## config.mk

```make
export PLATFORM = sky130hd
export DESIGN_NAME = seq_gen_101_tx
export DESIGN_NICKNAME = d
export VERILOG_FILES = /design/src/rtl/seq_det_pkg.sv /design/src/rtl/seq_exp_model.sv /design/src/rtl/seq_gen_101_tx.sv
export SDC_FILE = /design/constraint.sdc
export NUM_CORES = 1
export LEC_CHECK = 0
export BUFFER_PORTS_ARGS = -buffer_cell sky130_fd_sc_hd__buf_2
export CAP_MARGIN = 20
export CELL_PAD_IN_SITES_DETAIL_PLACEMENT = 0
export CELL_PAD_IN_SITES_GLOBAL_PLACEMENT = 2
export CORE_MARGIN = 5
export CORE_UTILIZATION = 27
export CTS_CLUSTER_SIZE = 12
export DETAILED_ROUTE_END_ITERATION = 6
export MAX_ROUTING_LAYER = met4
export PLACE_DENSITY_LB_ADDON = 0.1
export SYNTH_ARGS = -nofsm -noshare
export SYNTH_HDL_FRONTEND = slang
export SYNTH_SLANG_ARGS = --single-unit
```

## constraint.sdc

```tcl
create_clock -name clk -period 1.8 [get_ports clk]
set_input_delay 0 -clock clk [delete_from_list [all_inputs] [get_ports clk]]
set_output_delay 0 -clock clk [all_outputs]
set_load 0.05 [all_outputs]
```

## src/rtl/seq_det_pkg.sv

```systemverilog
// seq_det_pkg: FSM state encoding and target pattern shared by the 101 generator and its detectors
package seq_det_pkg;
  typedef enum logic {IDLE = 1'b0, SHIFT = 1'b1} state_t;
  localparam logic [2:0] SEQ_PATTERN = 3'b101;
  localparam int SEQ_PATTERN_LEN = 3;
endpackage

```

## src/rtl/seq_exp_model.sv

```systemverilog
// seq_exp_model: counts overlapping SEQ_PATTERN occurrences in a consumed bit stream (saturating)
module seq_exp_model
  import seq_det_pkg::*;
#(
  parameter int CNT_W = 16
) (
  input  logic             clk,
  input  logic             rst,
  input  logic             clear,
  input  logic             bit_valid,
  input  logic             serial_bit,
  output logic             exp_hit,
  output logic [CNT_W-1:0] exp_count
);
  logic [SEQ_PATTERN_LEN-2:0] hist;
  logic hit;
  assign hit = bit_valid && ({hist, serial_bit} == SEQ_PATTERN);
  always_ff @(posedge clk or negedge rst)
    if (!rst) begin
      hist      <= '0;
      exp_hit   <= 1'b0;
      exp_count <= '0;
    end else begin
      hist      <= clear ? '0 : bit_valid ? {hist[SEQ_PATTERN_LEN-3:0], serial_bit} : hist;
      exp_hit   <= hit;
      exp_count <= (hit && !(&exp_count)) ? exp_count + 1'b1 : exp_count;
    end
endmodule

```

## src/rtl/seq_gen_101_tx.sv

```systemverilog
// seq_gen_101_tx: paced parallel-to-serial transmitter feeding the 101 detectors.
// Define SEQ_GEN_EXPECT_EN to build in the reference hit counter (exp_hit/exp_count).
module seq_gen_101_tx
  import seq_det_pkg::*;
#(
  parameter int WIDTH     = 8,
  parameter int CNT_W     = 16,
  parameter int LSB_FIRST = 0
) (
  input  logic             clk,
  input  logic             rst,
  input  logic             load_valid,
  input  logic [WIDTH-1:0] load_data,
  output logic             load_ready,
  input  logic             bit_en,
  output logic             x,
  output logic             x_valid,
  output logic             last,
  output logic             busy,
  output logic             exp_hit,
  output logic [CNT_W-1:0] exp_count
);
  localparam int BW = $clog2(WIDTH);
  state_t state, state_d;
  logic [WIDTH-1:0] sh, sh_d;
  logic [BW-1:0] bit_cnt, bit_cnt_d;
  logic accept, consume;
  assign x_valid    = state == SHIFT;
  assign busy       = x_valid;
  assign last       = x_valid && bit_cnt == BW'(WIDTH-1);
  assign load_ready = !x_valid || (last && bit_en);
  assign accept     = load_valid && load_ready;
  assign consume    = x_valid && bit_en;
  // x is taken straight from the shift-register flop; the final shift empties it so IDLE shows 0
  assign x          = (LSB_FIRST != 0) ? sh[0] : sh[WIDTH-1];
  always_comb begin
    state_d   = accept ? SHIFT : (last && bit_en) ? IDLE : state;
    bit_cnt_d = (accept || (consume && last)) ? '0 : consume ? bit_cnt + 1'b1 : bit_cnt;
    sh_d      = accept ? load_data : !consume ? sh : (LSB_FIRST != 0) ? sh >> 1 : sh << 1;
  end
  always_ff @(posedge clk or negedge rst)
    if (!rst) begin
      state   <= IDLE;
      sh      <= '0;
      bit_cnt <= '0;
    end else begin
      state   <= state_d;
      sh      <= sh_d;
      bit_cnt <= bit_cnt_d;
    end
`ifdef SEQ_GEN_EXPECT_EN
  seq_exp_model #(.CNT_W(CNT_W)) u_exp (
    .clk       (clk),
    .rst       (rst),
    .clear     (!x_valid),
    .bit_valid (consume),
    .serial_bit(x),
    .exp_hit   (exp_hit),
    .exp_count (exp_count)
  );
`else
  assign exp_hit   = 1'b0;
  assign exp_count = '0;
`endif
endmodule

```

==> results of run 1 <==
final cells by class:
cell class | instances | area [um^2]
timing repair buffer | 21 | 125
sequential | 12 | 300
inverter | 3 | 11.3
clock buffer | 3 | 22.5
multi-input combinational | 73 | 465
fill | 365 | 2300
tap | 46 | 57.6
layout by cell type (no fill, tap or decap), drive strengths merged:
cell / n
buf: 18
conb: 17
o22ai: 12
dfrtp: 12
mux2: 8
nand2b: 7
nand2: 5
a21oi: 5
nor2: 4
mux2i: 3
inv: 3
a22o: 3
clkbuf: 3
dlygate4sd3: 3
o32ai: 2
nand3: 2
ha: 2
and2: 2
o221ai: 1
worst max path at each step:
| stage | from | to | slack [ps] | cells past startpoint |
|---|---|---|---|---|
| after floorplan | bit_cnt[0]$_DFFE_PN0P_ | sh[2]$_DFFE_PN0P_ | 260 | 6 |
| after global placement | bit_cnt[0]$_DFFE_PN0P_ | sh[6]$_DFFE_PN0P_ | 280 | 5 |
| after detailed placement | bit_cnt[0]$_DFFE_PN0P_ | sh[6]$_DFFE_PN0P_ | 220 | 5 |
| after CTS | bit_cnt[0]$_DFFE_PN0P_ | last | 200 | 4 |
| after global routing | bit_cnt[0]$_DFFE_PN0P_ | sh[6]$_DFFE_PN0P_ | 100 | 5 |
| final | bit_cnt[0]$_DFFE_PN0P_ | last | 220 | 4 |
flip-flops by register name (all words and copies together), names as in the netlist:
signal and count:
bit_cnt 3, sh 8, busy 1
cells by family (layout without fill, tap and decap cells):
logic type / Yosys count / count (layout)
simple gates: 20 / 20
fa+ha+maj: 2 / 2
compound gates: 23 / 23
mux: 11 / 11
other cells: 1 / 17
buf+inv: 27 / 27
flops: 12 / 12
power breakdown:
group,switching (mW),internal [mW],total [mW]
clock network,0.0910,0.0775,0.168
logic,0.339,0.231,0.570
registers,0.0773,0.373,0.451
through the flow:
step / power, mW / instances / utilization (%) / instance area [um^2]
final: 1.19 / 158 / 29.9 / 982
after floorplan: 0.948 / 112 / - / 961
after CTS: 1.20 / 158 / 29.9 / 982
after global placement: 1.02 / 152 / 28.3 / 930
after global routing: 1.30 / 158 / 29.9 / 982
after detailed placement: 1.02 / 152 / 28.3 / 930
what timing repair did:
| item | 4_1_cts | 5_1_grt |
|---|---|---|
| buffers inserted | 0 | 0 |
| hold buffers | 3 | 0 |
| endpoints found under the hold margin | 14 | 0 |
tightest hold or removal path, stage by stage:
cell and delay [ps]:
buf_2 80, o22ai_1 70, nor2_1 80
layer usage:
metal  vias up  part of all wire (%)  GRT usage [%]
li1        342                     -              -
met1       318                    45           13.7
met2        39                    42           13.2
met3         4                    11           2.50
met4         0                   1.1           4.56
met5         -                     0              -
==> flow_summary.json, run 1 <==
{
  "area_growth_pct": 9.03,
  "grt_pass1_vias": 645,
  "drv_cap": 0,
  "coreArea_um2": 3280,
  "drtIter0Drc": 60,
  "grt_antenna_before_repair": 0,
  "grt_max_degree": 19,
  "holdCritStartpoint": "load_data[6]",
  "drtAntennaViolNets": 0,
  "hpwl_um": 1430,
  "yosys_warnings": 0,
  "synthMuxAreaShare_pct": 13.3,
  "outcome": "complete, no violations",
  "drv_slew": 0,
  "die_h_um": 67.8,
  "whs_path_depth": 3,
  "via_per_inst": 4.45,
  "cp_top_family": "adder cells",
  "r2r-start": "bit_cnt[0]$_DFFE_PN0P_",
  "p_per_area_nw_per_um2": 1210,
  "setup_ws_ps": 220,
  "synth_area_per_cell_um2": 9.38,
  "synth_top_family_by_area": "buffers and inverters",
  "numPortBuffers": 16,
  "yosysUniqueCellTypes": 22,
  "final.setup.tns_ps": 0,
  "synth_seq_cells": 12,
  "skew_ps": 0.577,
  "max_freq_mhz": 633,
  "finalSetupViolations": 0,
  "grt_overflow_total": 0,
  "clock_path_buffers": 2,
  "layout_min_cycle_time_ps": 1580,
  "path_buf_inv": 1,
  "reg2reg_depth": 5,
  "syn_inst": 96,
  "ys.flop_type": "dfrtp_1",
  "numCtsBuffers": 3,
  "vias": 703,
  "track_usage_pct": 9.88,
  "cts_sinks": 12,
  "synth_simple_gate_area_share_pct": 11.5,
  "rr_endpoint": "sh[6]$_DFFE_PN0P_",
  "synth_top_area_share_pct": 33.3,
  "synth_enable_flop_cells": 0,
  "insertion_delay_ps": 270,
  "hold_viol_final": 0,
  "worst_ep_arrival_time_ps": 1580,
  "start_kind": "flip-flop",
  "yosys.area.top_type": "dfrtp_1",
  "min_to": "sh[6]$_DFFE_PN0P_",
  "pin_count": 34,
  "p_leak_nw": 0.443,
  "crit_path_end_kind": "output port",
  "crit_slowest_cell": "dfrtp_1",
  "crit_fanout": 7,
  "cts_root_buf": "clkbuf_4",
  "synthTopCellsByArea": "dfrtp_1, buf_4, mux2_2, o22ai_1, nand2b_1",
  "critical_path_class": "reg -> out",
  "r2r_slack_ps": 220,
  "synthAdderAreaFrac_pct": 2.78,
  "wire_per_inst_um": 12.4,
  "ir_worst_vdd_mv": 0.263,
  "dieArea_um2": 4590,
  "wl_um": 1960,
  "synthXorXnorAreaFrac_pct": 0,
  "post-route-period-util_pct": 87.8,
  "initial_utilization_pct": 27.4,
  "netlist_top_cells_count": "buf_4, dfrtp_1, o22ai_1",
  "cts_tree": "built",
  "crit_chain": "ha_1 > ha_1 > and2_2 > buf_2",
  "synth-async-reset-ratio_pct": 100,
  "drc": 0,
  "cp.required_ps": 1800,
  "grt_pass1_wl_um": 3220,
  "cts_resized": 0,
  "rows": 21,
  "ys_seq_area_share_pct": 33.3,
  "htree_levels": 1,
  "drive_above_1_share_pct": 26.8,
  "die_w_um": 67.8,
  "pre_cts_slack_ps": 218,
  "max_stage_delay_ps": 410,
  "clkTransAtPathRegs_ps": 80,
  "holdWs_ps": 5.75,
  "rsz0062_at_grt": "false",
  "syn_area_um2": 901,
  "synth_compound_area_share_pct": 16.9,
  "yosysMostFrequentCell": "buf_4",
  "critPathMostFrequentCell": "ha_1",
  "firstDrtPassIters": 4,
  "fin_nets": 128,
  "antennaDiodeCount": 0,
  "gp_congestion": 0.693,
  "min_path_type": "in -> reg"
}
Power figures use the tool's default switching activity.
==> inputs of run 2 (changes only) <==
--- a/config.mk
+++ b/config.mk
@@ -5,12 +5,13 @@
 export SDC_FILE = /design/constraint.sdc
 export NUM_CORES = 1
 export LEC_CHECK = 0
+export ABC_AREA = 1
 export BUFFER_PORTS_ARGS = -buffer_cell sky130_fd_sc_hd__buf_2
 export CAP_MARGIN = 20
 export CELL_PAD_IN_SITES_DETAIL_PLACEMENT = 0
 export CELL_PAD_IN_SITES_GLOBAL_PLACEMENT = 2
 export CORE_MARGIN = 5
-export CORE_UTILIZATION = 27
+export CORE_UTILIZATION = 21
 export CTS_CLUSTER_SIZE = 12
 export DETAILED_ROUTE_END_ITERATION = 6
 export MAX_ROUTING_LAYER = met4
==> constraint.sdc (replaced) <==
create_clock -name clk -period 1.34 [get_ports clk]
set_input_delay 0 -clock clk [delete_from_list [all_inputs] [get_ports clk]]
set_output_delay 0 -clock clk [all_outputs]
set_load 0.05 [all_outputs]
==> run 2 against run 1 <==
Cell count up 11%. Largest cell class unchanged. The run now ends with negative setup slack left. Flip-flop and latch count unchanged. Combinational power up 37%. Register-to-register slack worse by 170 ps. Critical path type unchanged. Critical path depth up 2. Non-clock buffer count up 2. Utilization down 2.8 points. Sequential share of layout area about the same. Clock skew up 1.5 ps. Wire length down 6.0%. Synthesized area down 13%.
==> flow_summary.json, run 2 <==
{
  "vias": 627,
  "drive_above_1_share_pct": 27.3,
  "max_freq_mhz": 728,
  "layout_min_cycle_time_ps": 1370,
  "via_per_inst": 3.56,
  "fin_nets": 143,
  "stdcell_count": 176,
  "yosysMostFrequentCell": "nand2_1",
  "p_leak_nw": 0.571,
  "ir_worst_vdd_mv": 0.445,
  "netlist_top_cells_count": "nand2_1, buf_4, inv_1, nand3_1, dfrtp_1",
  "dieArea_um2": 5030,
  "synth-async-reset-ratio_pct": 100,
  "synthTopCellsByArea": "dfrtp_1, buf_4, nand2_1, nand3_1, inv_1",
  "drc": 0,
  "regMostFlops": "sh",
  "htree_levels": 1,
  "clock_path_buffers": 2,
  "critical_path_class": "reg -> out",
  "track_usage_pct": 7.76,
  "rsz0062_at_grt": "true",
  "ys.flop_type": "dfrtp_1",
  "ys_seq_area_share_pct": 38.5,
  "antennaDiodeCount": 0,
  "yosysUniqueCellTypes": 15,
  "setup_ws_ps": -33.4,
  "gp_congestion": 0.662,
  "largest_reg_flops": 8,
  "wl_um": 1840,
  "crit_path_end_kind": "output port",
  "worst_ep_arrival_time_ps": 1370,
  "drv_slew": 0,
  "coreArea_um2": 3630,
  "fillers": 442,
  "syn_area_um2": 779,
  "p_per_area_nw_per_um2": 1740,
  "die_h_um": 70.9,
  "firstDrtPassIters": 4,
  "crit_fanout": 5,
  "hold_viol_final": 0,
  "dp_cells": 169,
  "syn_inst": 105,
  "initial_utilization_pct": 21.5,
  "cts_root_buf": "clkbuf_8",
  "mostFrequentLayoutCells": "nand2_1, conb_1, inv_1, nand3_1, buf_2",
  "grt_overflow_total": 0,
  "numCtsBuffers": 3,
  "hpwl_um": 1320,
  "die_w_um": 70.9,
  "grt_pass1_vias": 582,
  "synth_top_area_share_pct": 38.5,
  "drv_cap": 0,
  "synth_area_per_cell_um2": 7.42,
  "holdWs_ps": 84.3,
  "wire_per_inst_um": 10.5,
  "rows": 22,
  "yosys_warnings": 0,
  "yosys.area.top_type": "dfrtp_1",
  "grt_max_degree": 13,
  "area_growth_pct": 26.3,
  "cts_tree": "built",
  "cts_sinks": 12,
  "numPortBuffers": 16,
  "synth_enable_flop_cells": 0,
  "violations": "negative setup slack",
  "clkTransAtPathRegs_ps": 60,
  "mostFrequentLayoutCell": "nand2_1",
  "drtAntennaViolNets": 0,
  "grt_pass1_wl_um": 2930,
  "power_mw": 1.71,
  "grt_antenna_before_repair": 0,
  "skew_ps": 2.09,
  "drtIter0Drc": 10,
  "cp.required_ps": 1340,
  "post-route-period-util_pct": 102,
  "finalSetupViolations": 2,
  "synth_seq_cells": 12,
  "min_path_type": "in -> reg",
  "start_kind": "flip-flop",
  "insertion_delay_ps": 240,
  "pin_count": 34,
  "outcome": "finished, violations left"
}
==> run 2: layout make-up <==
class	count	area, um^2	share of cell area [%]
tap	48	60.1	6.10
inverter	17	63.8	6.48
multi-input combinational	72	359	36.5
sequential	12	302	30.6
clock buffer	4	45.0	4.57
timing repair buffer	23	155	15.8
==> run 2: path summary, 6_finish.rpt <==
| check | startpoint | endpoint | slack, ps | cells after the start |
|---|---|---|---|---|
| max reg2reg | bit_cnt[1]$_DFFE_PN0P_ | sh[4]$_DFFE_PN0P_ | 50 | 8 |
| max | bit_cnt[1]$_DFFE_PN0P_ | load_ready | -30 | 6 |
| min | load_data[4] | sh[4]$_DFFE_PN0P_ | 80 | 5 |
| min in group asynchronous | rst | bit_cnt[2]$_DFFE_PN0P_ | 180 | 2 |
| min reg2reg | sh[7]$_DFFE_PN0P_ | sh[7]$_DFFE_PN0P_ | 470 | 2 |
| max in group asynchronous | rst | busy$_DFFE_PN0P_ | 910 | 2 |
==> run 2: routing by layer <==
layer | global-route usage [%] | share of wire [%] | wire length (um) | vias up
li1 | - | - | - | 328
met1 | 9.92 | 48 | 886 | 284
met2 | 11.7 | 47 | 862 | 13
met3 | 3.13 | 4.8 | 89 | 2
met4 | 1.25 | 0.33 | 6 | 0
met5 | - | 0 | 0 | -
==> run 2: critical path, cell delays in order, from the launching register on <==
cell and delay [ps]:
dfrtp_1 380, ha_2 200, ha_4 170, nand2_4 60, nand2_4 50, buf_6 130, buf_8 140
==> run 2: repair_timing <==
action	CTS	global route
pin swaps	2	0
hold buffers	2	0
setup endpoints to repair	9	11
hold endpoints to repair	13	0
cloned	1	0
buffers inserted	0	0
gates resized for setup	12	2
==> run 2: logic make-up after synthesis <==
family | synth area share (%)
AND/OR/NAND/NOR | 26.8
buffers and inverters | 27.6
flip-flops | 38.5
AO/OA/AOI/OAI | 3.37
adder cells (fa/ha/maj) | 3.21
other | 0.481
==> run 2: where the power goes <==
part	internal, mW	switching [mW]
logic	0.272	0.510
clock network	0.210	0.135
registers	0.500	0.0846
total	0.982	0.730
==> run 2: metrics by stage <==
step | setup TNS, ps | utilization, % | cell area, um^2 | setup WS [ps]
4_1_cts | -69.0 | 26.9 | 977 | -53.3
6_report | -50.5 | 27.1 | 985 | -33.4
5_1_grt | -357 | 27.1 | 985 | -77.5
2_1_floorplan | 0 | - | 850 | 32.3
3_5_place_dp | -366 | 23.7 | 862 | -65.8
3_3_place_gp | -194 | 23.7 | 862 | -48.2
==> inputs of run 3 (changes only) <==
--- a/config.mk
+++ b/config.mk
@@ -16,6 +16,7 @@
 export DETAILED_ROUTE_END_ITERATION = 6
 export MAX_ROUTING_LAYER = met4
 export PLACE_DENSITY_LB_ADDON = 0.1
+export RECOVER_POWER = 100
 export SYNTH_ARGS = -nofsm -noshare
 export SYNTH_HDL_FRONTEND = slang
 export SYNTH_SLANG_ARGS = --single-unit
==> run 3 against run 2 <==
The flow still finishes with violations (negative setup slack). Flip-flop and latch count did not move. Non-clock buffer count did not move. Maximum frequency barely moved. Combinational power fell by 2%. Wire length fell by 0.27%. Global-route usage did not move. Highest routed layer unchanged.
==> flow_summary.json, run 3 (synthesis results as in run 2) <==
{
  "hold_viol_final": 0,
  "via_per_inst": 3.56,
  "outcome": "finished, violations left",
  "grt_pass1_vias": 582,
  "clock_path_buffers": 2,
  "cp.required_ps": 1340,
  "mostFrequentLayoutCells": "nand2_1, conb_1, inv_1, nand3_1, buf_2",
  "pin_count": 34,
  "post-route-period-util_pct": 102,
  "placed_area_um2": 862,
  "ir_worst_vdd_mv": 0.445,
  "slew-limit-headroom_pct": 51.7,
  "grt.met1_usage_pct": 9.92,
  "rows": 22,
  "die_w_um": 70.9,
  "grt_antenna_before_repair": 0,
  "worst_ep_arrival_time_ps": 1370,
  "fin_nets": 143,
  "grt_pass1_wl_um": 2930,
  "die_h_um": 70.9,
  "coreArea_um2": 3630,
  "regMostFlops": "sh",
  "worst_slew_pin_slew_ps": 725,
  "antennaDiodeCount": 0,
  "skew_ps": 2.18,
  "numCtsBuffers": 3,
  "stdcell_count": 176,
  "grt_max_degree": 13,
  "drv_slew": 0,
  "busiest_layer": "met2",
  "track_usage_pct": 7.76,
  "dp_cells": 169,
  "hpwl_um": 1320,
  "grt_overflow_total": 0,
  "firstDrtPassIters": 3,
  "final_cell_area_um2": 980,
  "cts_tree": "built",
  "violations": "negative setup slack",
  "critical_path_class": "reg -> out",
  "cts_sinks": 12,
  "vias": 626,
  "p_per_area_nw_per_um2": 1740,
  "initial_utilization_pct": 21.5,
  "drv_cap": 0,
  "crit_path_end_kind": "output port",
  "insertion_delay_ps": 240,
  "finalSetupViolations": 2,
  "rsz0062_at_grt": "true",
  "use_met3_pct": 3.13,
  "drive_above_1_share_pct": 25.0,
  "htree_levels": 1,
  "setup_ws_ps": -32.8,
  "mostFrequentLayoutCell": "nand2_1",
  "p_leak_nw": 0.564,
  "wire_per_inst_um": 10.4,
  "crit_fanout": 5,
  "drtIter0Drc": 12,
  "layout_min_cycle_time_ps": 1370,
  "grt_use_met2_pct": 11.7,
  "ff_latch_area_um2": 302,
  "min_path_type": "in -> reg",
  "area_growth_pct": 25.7,
  "gp_congestion": 0.662,
  "clkTransAtPathRegs_ps": 60,
  "multi_input_area_um2": 357,
  "drtAntennaViolNets": 0,
  "final.setup.tns_ps": -44.9,
  "drc": 0,
  "cts_root_buf": "clkbuf_8",
  "pre_cts_slack_ps": -65.8,
  "largest_reg_flops": 8,
  "wl_um": 1840,
  "max_freq_mhz": 728,
  "start_kind": "flip-flop",
  "dieArea_um2": 5030,
  "numPortBuffers": 16,
  "fillers": 443
}
[run 3: cell type report]
type,count,area share [%]
timing repair buffer,23,15.6
tap,48,6.13
sequential,12,30.8
inverter,17,6.51
clock buffer,4,4.60
multi-input combinational,72,36.4
[run 3: worst paths after layout]
check | startpoint | endpoint | slack [ps] | cells after the start
max in group asynchronous | rst | busy$_DFFE_PN0P_ | 510 | 2
min in group asynchronous | rst | bit_cnt[2]$_DFFE_PN0P_ | 330 | 2
hold reg to reg | sh[7]$_DFFE_PN0P_ | sh[7]$_DFFE_PN0P_ | 480 | 2
setup reg to reg | bit_cnt[1]$_DFFE_PN0P_ | bit_cnt[0]$_DFFE_PN0P_ | 40 | 6
hold / removal | load_data[4] | sh[4]$_DFFE_PN0P_ | 80 | 5
setup / recovery | bit_cnt[1]$_DFFE_PN0P_ | load_ready | -30 | 6
[run 3: worst max-delay path, stage by stage (launching register included)]
cell and delay [ps]:
dfrtp_1 380, ha_2 200, ha_4 170, nand2_4 60, nand2_4 50, buf_6 130
buf_8 140
[run 3: metal layers]
metal / up-vias / share of wire, % / wire (um)
li1: 328 / - / -
met1: 283 / 48 / 879
met2: 13 / 47 / 863
met3: 2 / 4.8 / 89
met4: 0 / 0.33 / 6
met5: - / 0 / 0
[run 3: through the flow]
| stage | util (%) | power, mW | hold slack, ps |
|---|---|---|---|
| global route | 27.0 | 1.84 | 110 |
| floorplan | - | 1.15 | -296 |
| finish | 27.0 | 1.70 | 84.4 |
| CTS | 26.9 | 1.72 | 87.8 |
| global placement | 23.7 | 1.28 | -82.2 |
| detailed placement | 23.7 | 1.28 | -89.5 |
[run 3: power breakdown]
part | switching, mW | leakage, nW | internal (mW)
clock | 0.135 | 0.0228 | 0.210
sequential | 0.0852 | 0.153 | 0.500
combinational | 0.507 | 0.388 | 0.265
[run 3: timing repair]
item | CTS | global route
endpoints found under the hold margin | 13 | 0
buffers inserted | 0 | 0
gates cloned | 1 | 0
setup endpoints to repair | 9 | 11
gates resized for setup | 12 | 2
hold buffers | 2 | 0
pin swaps | 2 | 0
